**config.mk**
```make
export PLATFORM = sky130hd
export DESIGN_NAME = tournament_chooser
export DESIGN_NICKNAME = d
export VERILOG_FILES = /design/src/rtl/tournament_chooser.sv
export SDC_FILE = /design/constraint.sdc
export NUM_CORES = 1
export LEC_CHECK = 0
export ABC_CLOCK_PERIOD_IN_PS = 8700
export CAP_MARGIN = 10
export CORE_ASPECT_RATIO = 1.5
export CORE_MARGIN = 10
export CORE_UTILIZATION = 50
export DETAILED_ROUTE_END_ITERATION = 10
export DONT_BUFFER_PORTS = 1
export GPL_ROUTABILITY_DRIVEN = 0
export PLACE_DENSITY = 0.7
export SLEW_MARGIN = 5
export SYNTH_ARGS = -nofsm -noshare
export SYNTH_HDL_FRONTEND = slang
export SYNTH_SLANG_ARGS = --single-unit
```
**constraint.sdc**
```tcl
create_clock -name clk_i -period 8.7 [get_ports clk_i]
set_input_delay 1.305 -clock clk_i [delete_from_list [all_inputs] [get_ports clk_i]]
set_output_delay 1.305 -clock clk_i [all_outputs]
set_load 0.01 [all_outputs]
```
**src/rtl/tournament_chooser.sv**
```systemverilog
// Tournament chooser: a table of 2-bit saturating counters that picks
// between a global and a local branch predictor. The table is filled with
// INIT_CTR by a small init FSM after reset; predictions come out one cycle
// after the request, and resolved branches train the counters and the GHR.
module tournament_chooser #(
  parameter int         IDX_W    = 6,
  parameter int         PC_W     = 32,
  parameter bit         USE_GHR  = 1'b1,
  parameter logic [1:0] INIT_CTR = 2'b01
) (
  input  logic             clk_i,
  input  logic             reset_i,
  output logic             ready_o,
  input  logic             pred_v_i,
  input  logic [PC_W-1:0]  pred_pc_i,
  input  logic             global_pred_i,
  input  logic             local_pred_i,
  output logic             pred_v_o,
  output logic             pred_taken_o,
  output logic             pred_sel_global_o,
  output logic [1:0]       pred_ctr_o,
  input  logic             upd_v_i,
  input  logic [PC_W-1:0]  upd_pc_i,
  input  logic             upd_taken_i,
  input  logic             upd_global_correct_i,
  input  logic             upd_local_correct_i,
  output logic [IDX_W-1:0] ghr_o
);

  localparam int ENTRIES = 1 << IDX_W;

  typedef enum logic {S_INIT, S_READY} state_t;

  state_t           r_state;
  logic [IDX_W-1:0] r_init_cnt;
  logic [IDX_W-1:0] r_ghr;
  logic             r_pred_v;
  logic             r_pred_taken;
  logic             r_pred_sel_global;
  logic [1:0]       r_pred_ctr;
  logic [1:0]       r_table [ENTRIES];

  logic             w_ready;
  logic             w_pred_accept;
  logic             w_upd_accept;
  logic [IDX_W-1:0] w_ghr_mix;
  logic [IDX_W-1:0] w_pred_idx;
  logic [IDX_W-1:0] w_upd_idx;
  logic [1:0]       w_pred_ctr;
  logic [1:0]       w_upd_ctr;
  logic [1:0]       w_upd_ctr_next;
  logic             w_sel_global;
  logic             w_taken;
  logic             w_unused_pc_bits;

  // Only pc[IDX_W+1:2] contributes to the index; the rest is deliberately ignored.
  assign w_unused_pc_bits = ^{pred_pc_i[PC_W-1:IDX_W+2], pred_pc_i[1:0],
                              upd_pc_i[PC_W-1:IDX_W+2], upd_pc_i[1:0]};

  assign w_ready       = (r_state == S_READY);
  assign w_pred_accept = pred_v_i && w_ready;
  assign w_upd_accept  = upd_v_i && w_ready;

  // Both ports index with the GHR as it stands this cycle (pre-shift).
  assign w_ghr_mix  = USE_GHR ? r_ghr : '0;
  assign w_pred_idx = pred_pc_i[IDX_W+1:2] ^ w_ghr_mix;
  assign w_upd_idx  = upd_pc_i[IDX_W+1:2] ^ w_ghr_mix;

  // Asynchronous reads: the prediction sees the pre-update counter on a
  // same-index collision because the write lands only at the clock edge.
  assign w_pred_ctr = r_table[w_pred_idx];
  assign w_upd_ctr  = r_table[w_upd_idx];

  assign w_sel_global = (w_pred_ctr >= 2'b10);
  assign w_taken      = (global_pred_i == local_pred_i) ? global_pred_i :
                        (w_sel_global ? global_pred_i : local_pred_i);

  // Saturating train step: move toward whichever predictor alone was right.
  always_comb begin
    w_upd_ctr_next = w_upd_ctr;
    if (upd_global_correct_i && !upd_local_correct_i) begin
      if (w_upd_ctr != 2'b11) w_upd_ctr_next = w_upd_ctr + 2'b01;
    end else if (upd_local_correct_i && !upd_global_correct_i) begin
      if (w_upd_ctr != 2'b00) w_upd_ctr_next = w_upd_ctr - 2'b01;
    end
  end

  // Counter table: init sweep writes one entry per cycle, then training writes.
  always_ff @(posedge clk_i) begin
    if (!reset_i) begin
      if (r_state == S_INIT) begin
        r_table[r_init_cnt] <= INIT_CTR;
      end else if (w_upd_accept) begin
        r_table[w_upd_idx] <= w_upd_ctr_next;
      end
    end
  end

  // Control FSM, history register and registered prediction outputs.
  always_ff @(posedge clk_i) begin
    if (reset_i) begin
      r_state           <= S_INIT;
      r_init_cnt        <= '0;
      r_ghr             <= '0;
      r_pred_v          <= 1'b0;
      r_pred_taken      <= 1'b0;
      r_pred_sel_global <= 1'b0;
      r_pred_ctr        <= 2'b00;
    end else begin
      case (r_state)
        S_INIT: begin
          r_init_cnt <= r_init_cnt + 1'b1;
          if (r_init_cnt == '1) r_state <= S_READY;
        end
        default: r_state <= S_READY;
      endcase
      if (w_upd_accept) r_ghr <= {r_ghr[IDX_W-2:0], upd_taken_i};
      r_pred_v <= w_pred_accept;
      if (w_pred_accept) begin
        r_pred_taken      <= w_taken;
        r_pred_sel_global <= w_sel_global;
        r_pred_ctr        <= w_pred_ctr;
      end
    end
  end

  assign ready_o           = w_ready;
  assign pred_v_o          = r_pred_v;
  assign pred_taken_o      = r_pred_taken;
  assign pred_sel_global_o = r_pred_sel_global;
  assign pred_ctr_o        = r_pred_ctr;
  assign ghr_o             = r_ghr;

endmodule

```
# --- After elaboration in Yosys (flattened, before gate mapping) ---
# Memories as Yosys holds them, arrays and structs flattened.
# Index checks and enable logic that the tools add are counted.
word_totals:
  reg_bits: 18
  ram_bits: 128
  inputBits: 73
  word_cells: 43
  mem_count: 1
op_classes:
  n_addsub: 3
  n_lt_le_gt_ge: 1
  eq_ne: 3
  n_mux: 18
  n_bitwise: 2
  reduce_logical: 8
memory_table:
  columns: ["memory", "words", "word_bits", "read_ports", "rd_ports_with_merged_regs", "write_ports", "line_no", "text"]
  rows:
  - ["r_table", 64, 2, 2, 0, 1, "41", "logic [1:0] r_table [ENTRIES];"]
ops:
  columns: ["cell", "count"]
  rows:
  - ["1-bit two-way mux", 12]
  - ["6-bit bitwise XOR", 2]
  - ["2-bit two-way mux", 5]
  - ["6-bit by 1-bit adder with 6-bit output, second input constant", 1]
  - ["6-bit == test, second input constant", 1]
  - ["6-bit two-way mux", 1]
  - ["1-bit logical AND", 4]
  - ["2-bit by 1-bit adder with 2-bit output, second input constant", 1]
  - ["2-bit greater-or-equal comparator, second input constant", 1]
  - ["1-bit logical NOT", 2]
  - ["2-bit != test, second input constant", 1]
  - ["2-bit nonzero test", 1]
  - ["2-bit OR reduction", 1]
  - ["2-bit by 1-bit subtractor with 2-bit output, second input constant", 1]
  - ["1-bit == test", 1]

# --- Logic depth before layout (Yosys ltp) ---
logic_depth:
  word_depth: 7
  mapped_depth: 10
  depth_no_buf: 8

# --- Worst setup path after synthesis ---
# No wires, ideal clock.
synth_timing:
  kind: "input-to-reg"
  start: "in upd_pc_i[2]"
  end: "mem r_table[0][0], data pin"
  arrival_time_ps: 5783
  slack_ps: 2235
  cell_stages: 9
  path_buffers: 1
  cell_sequence: "xor2_2 buf_6 mux4_1 a22oi_1 a21oi_1 a211oi_1 or2_2 a31oi_1 nor3_1"
synth_between:
  elab_chain_cells: 7
  word_cells_on_any_way: 11
  classes_between: "2 x add/sub; 1 x eq/ne; 5 x mux; 1 x bitwise; 1 x reduce/logical; 1 x memory"
synth_rtl:
  columns: ["element", "line_no", "text"]
  rows:
  - ["start, declared", "23", "input logic [PC_W-1:0] upd_pc_i,"]
  - ["6-bit bitwise XOR (*)", "67", "assign w_upd_idx = upd_pc_i[IDX_W+1:2] ^ w_ghr_mix;"]
  - ["memory 64 x 2 bit (*)", null, null]
  - ["2-bit by 1-bit subtractor with 2-bit output / 2-bit nonzero test (equally long branches)", "84", "if (w_upd_ctr != 2'b00) w_upd_ctr_next = w_upd_ctr - 2'b01;"]
  - ["2-bit two-way mux", "84", null]
  - ["2-bit two-way mux", "83", "end else if (upd_local_correct_i && !upd_global_correct_i) begin"]
  - ["2-bit two-way mux (*)", "81", "if (upd_global_correct_i && !upd_local_correct_i) begin"]
  - ["2-bit two-way mux (no line) (*)", null, null]
  - ["end, declared", "41", null]
# Every way passes the cells marked *; elsewhere a longest branch is shown, timed or not.

# --- Worst setup path in the final report ---
layout_timing:
  start: "in upd_pc_i[2]"
  end: "mem r_table[12][0], data pin"
# The elaborated chain is that of the path after synthesis.

==> out/results.txt <==
outcome: finished, final reports clean
final worst slack: 4370 ps
commonest cells after routing, fill and taps aside: sky130_fd_sc_hd__edfxtp_1, sky130_fd_sc_hd__nor2_1, sky130_fd_sc_hd__mux4_1
Internal Power: 1.19 mW
DR vias: 4546
Switching Share: 22.5%
CP cell instances: xor2_4 -> buf_4 -> mux4_1 -> a22oi_1 -> a21oi_1 -> a211oi_1 -> or2_2 -> a31oi_1 -> nor3_2 -> buf_4
number of hold-slack violations in the final timing report: 0
area of the mapped netlist: 0.00741 sq mm
antenna diode instance count: 0
Fill cells: 1103
unique cell type count in the Yosys netlist: 42
placed cells: 653
Worst Skew: 8.87 ps
Max Fanout on Critical Path: 64
syn_nets: 545
number of buffers on the longest clock path: 2
number of max-cap violations: 0
root buf cell: sky130_fd_sc_hd__clkbuf_16
core area: 0.0145 sq mm
Top Ports: 85
clock slew seen by the registers of the worst setup and hold paths: 60 ps
summed area of non-filler cells in the final layout: 0.00818 sq mm
detail-routed net length per standard cell: 25.3 um
power per cell area: 187 mW/mm^2
leftover overflow at the end of global routing: 0
TritonCTS Buffers: 17
initial antenna violation count: 0
net switching power of the design: 0.345 mW
final routed wirelength across all metal layers: 17300 um
dominant cells by area after synthesis: sky130_fd_sc_hd__edfxtp_1, sky130_fd_sc_hd__mux4_1, sky130_fd_sc_hd__mux4_2
Yosys Warn Count: 0
standard cell with the maximum stage delay on the critical path: sky130_fd_sc_hd__mux4_1
top cell type's share of synthesized area: 51.9%
arrival time at the worst endpoint: 4470 ps
critical path startpoint category: primary input
Post-CTS Setup Inserts: 0
Slowest Stage Delay on Critical Path: 650 ps
number of global-route vias before repair: 4658
Worst IR Drop VDD: 0.000141 V
fraction of final layout cells with drive strength greater than 1: 15.7%
Via density: 6.64
gate count after technology mapping: 471
worst reg2reg path endpoint: r_table[12][0]
area taken by multi-input logic gates: 0.00310 sq mm
antenna viol nets, final: 0
leakage power: 2.94 nW
Max Slew Vio Count: 0
total power: 1.53 mW
Critical path buffers and inverters: 2
largest net degree at the start of global routing: 65
post-placement cell area: 0.00762 sq mm
terminating pin of the worst hold path: pred_ctr_o[1]
Synth area leader: sky130_fd_sc_hd__edfxtp_1
DRC Markers: 0
starting DRC count in detailed routing: 417
final core utilization: 56.3%
final worst-path cycle share: 49.8%
x dimension of the die: 119 um
hold-fix buffer count after cts: 0
reg2reg setup slack: 4520 ps
startpoint of the most critical hold path: pred_ctr_o[1]
number of synthesized flops with an enable pin: 128
Synth Flop Type: sky130_fd_sc_hd__edfxtp_1
start-to-end type of the worst setup path: primary input to flop
remaining max-slew budget at the tightest pin: 18.8%
clock latency of the later-clocked register in the worst-skew pair: 430 ps
die area: 0.0202 sq mm
Sum Neg Setup Slack: 0 ps
final worst hold slack: 514 ps
Final min period: 4330 ps
final instance count without filler cells: 685
sequential fraction of the synthesis area: 56.7%
layout-stage area growth over the synthesis result: 10.4%
Req. time, crit path: 8840 ps
reg2reg start: ghr_o[0]
cell repeated most along the worst path: sky130_fd_sc_hd__buf_4
post-synthesis register bit count: 146
cell depth of the worst hold path: 2
timing-limited maximum frequency: 231 MHz
post-layout net count: 550
Critical Path End Type: flop
half-perimeter wire length of the detailed placement result: 11600 um
iteration count of the initial detailed-routing pass: 5
PortBufs: 0
most common cell after layout, fill and taps aside: sky130_fd_sc_hd__edfxtp_1
global-route wire length before repair: 26300 um
sink count of the clock tree: 146
starting density of the core: 51.0%
Comb pwr share: 5.5%
Clk network pwr share: 45.1%
pre-CTS setup slack: 3940 ps
clock tree from TritonCTS: done
FFs w/ async S/R, synth: 0%
syn_area_per_cell: 15.7 sq um
cell count of the worst reg-to-reg path: 10
Hold Crit Class: flop to flop
worst-margin pin slew: 1210 ps
register area: 0.00420 sq mm
family with the most delay on the worst path: buffers and inverters
final number of setup-violating endpoints: 0
sequential share of power: 49.4%
H-tree lvl count: 4
unrepaired setup endpoints after global routing: false
die height: 169 um
Resized cells post-CTS: 0
GRT Total Usage: 17.2%
Std-Cell Rows: 54
==> Yosys cell counts (all sizes together), types with 4 or more instances <==
| cell | count |
|---|---|
| edfxtp | 128 |
| nor2 | 80 |
| mux4 | 73 |
| nand2 | 40 |
| a21oi | 20 |
| dfxtp | 18 |
| a22oi | 16 |
| clkbuf | 12 |
| xor2 | 12 |
| buf | 9 |
| nand3 | 7 |
| nor2b | 6 |
| xnor2 | 6 |
| inv | 5 |
| mux2i | 5 |
| a211oi | 4 |
| nor3 | 4 |
==> worst max path at each step <==
stage,from,endpoint,slack (ps),cells after the start
2_1_floorplan,upd_pc_i[2],r_table[0][0],2240,9
3_3_place_gp,upd_pc_i[2],r_table[0][0],4020,10
3_5_place_dp,upd_pc_i[2],r_table[53][0],3940,10
4_1_cts,upd_pc_i[2],r_table[58][0],4360,10
5_1_grt,upd_pc_i[2],r_table[50][0],4070,10
6_report,upd_pc_i[2],r_table[12][0],4370,10
==> power groups by stage <==
| stage | clock network (mW) | registers [mW] | logic (mW) |
|---|---|---|---|
| finish | 0.689 | 0.757 | 0.0840 |
| global route | 0.723 | 0.756 | 0.0886 |
| CTS | 0.699 | 0.756 | 0.0832 |
| floorplan | 0 | 0.769 | 0.0678 |
| detailed placement | 0 | 0.771 | 0.0830 |
| global placement | 0 | 0.771 | 0.0814 |
==> registers in the layout, summed over array words and instances (netlist names) <==
name,count
ghr_o,6
pred_ctr_o,2
pred_sel_global_o,1
pred_taken_o,1
pred_v_o,1
r_init_cnt,6
r_table,128
ready_o,1
==> layer usage <==
layer  global-route usage (%)  share of wire (%)
met1                     18.6                 37
met3                     4.36                7.2
met2                     29.2                 51
met4                     11.7                5.4
met5                        0                  0
==> layout make-up <==
| class | count | share of cell area, % |
|---|---|---|
| multi-input cells | 299 | 37.9 |
| clock buffers | 18 | 5.25 |
| clock inverters | 14 | 1.58 |
| flip-flops and latches | 146 | 51.4 |
| well taps | 196 | 3.00 |
| inverters | 5 | 0.229 |
| repair buffers | 7 | 0.642 |
==> logic make-up after synthesis <==
| family | Yosys count | share of synthesized area, % |
|---|---|---|
| DFF | 146 | 56.7 |
| and+or+nand+nor | 144 | 7.98 |
| muxes | 79 | 25.2 |
| AOI/OAI and AO/OA | 57 | 5.25 |
| buffers and inverters | 26 | 2.31 |
| xor gates and xnor gates | 18 | 2.33 |
| adders and majority gates | 1 | 0.169 |
==> tightest hold or removal path, stage by stage, from the launching register on <==
cell                      delay [ps]
sky130_fd_sc_hd__dfxtp_1         350
sky130_fd_sc_hd__nand2_1          70
sky130_fd_sc_hd__a21oi_1          60
(Power assumes the default switching activity.)
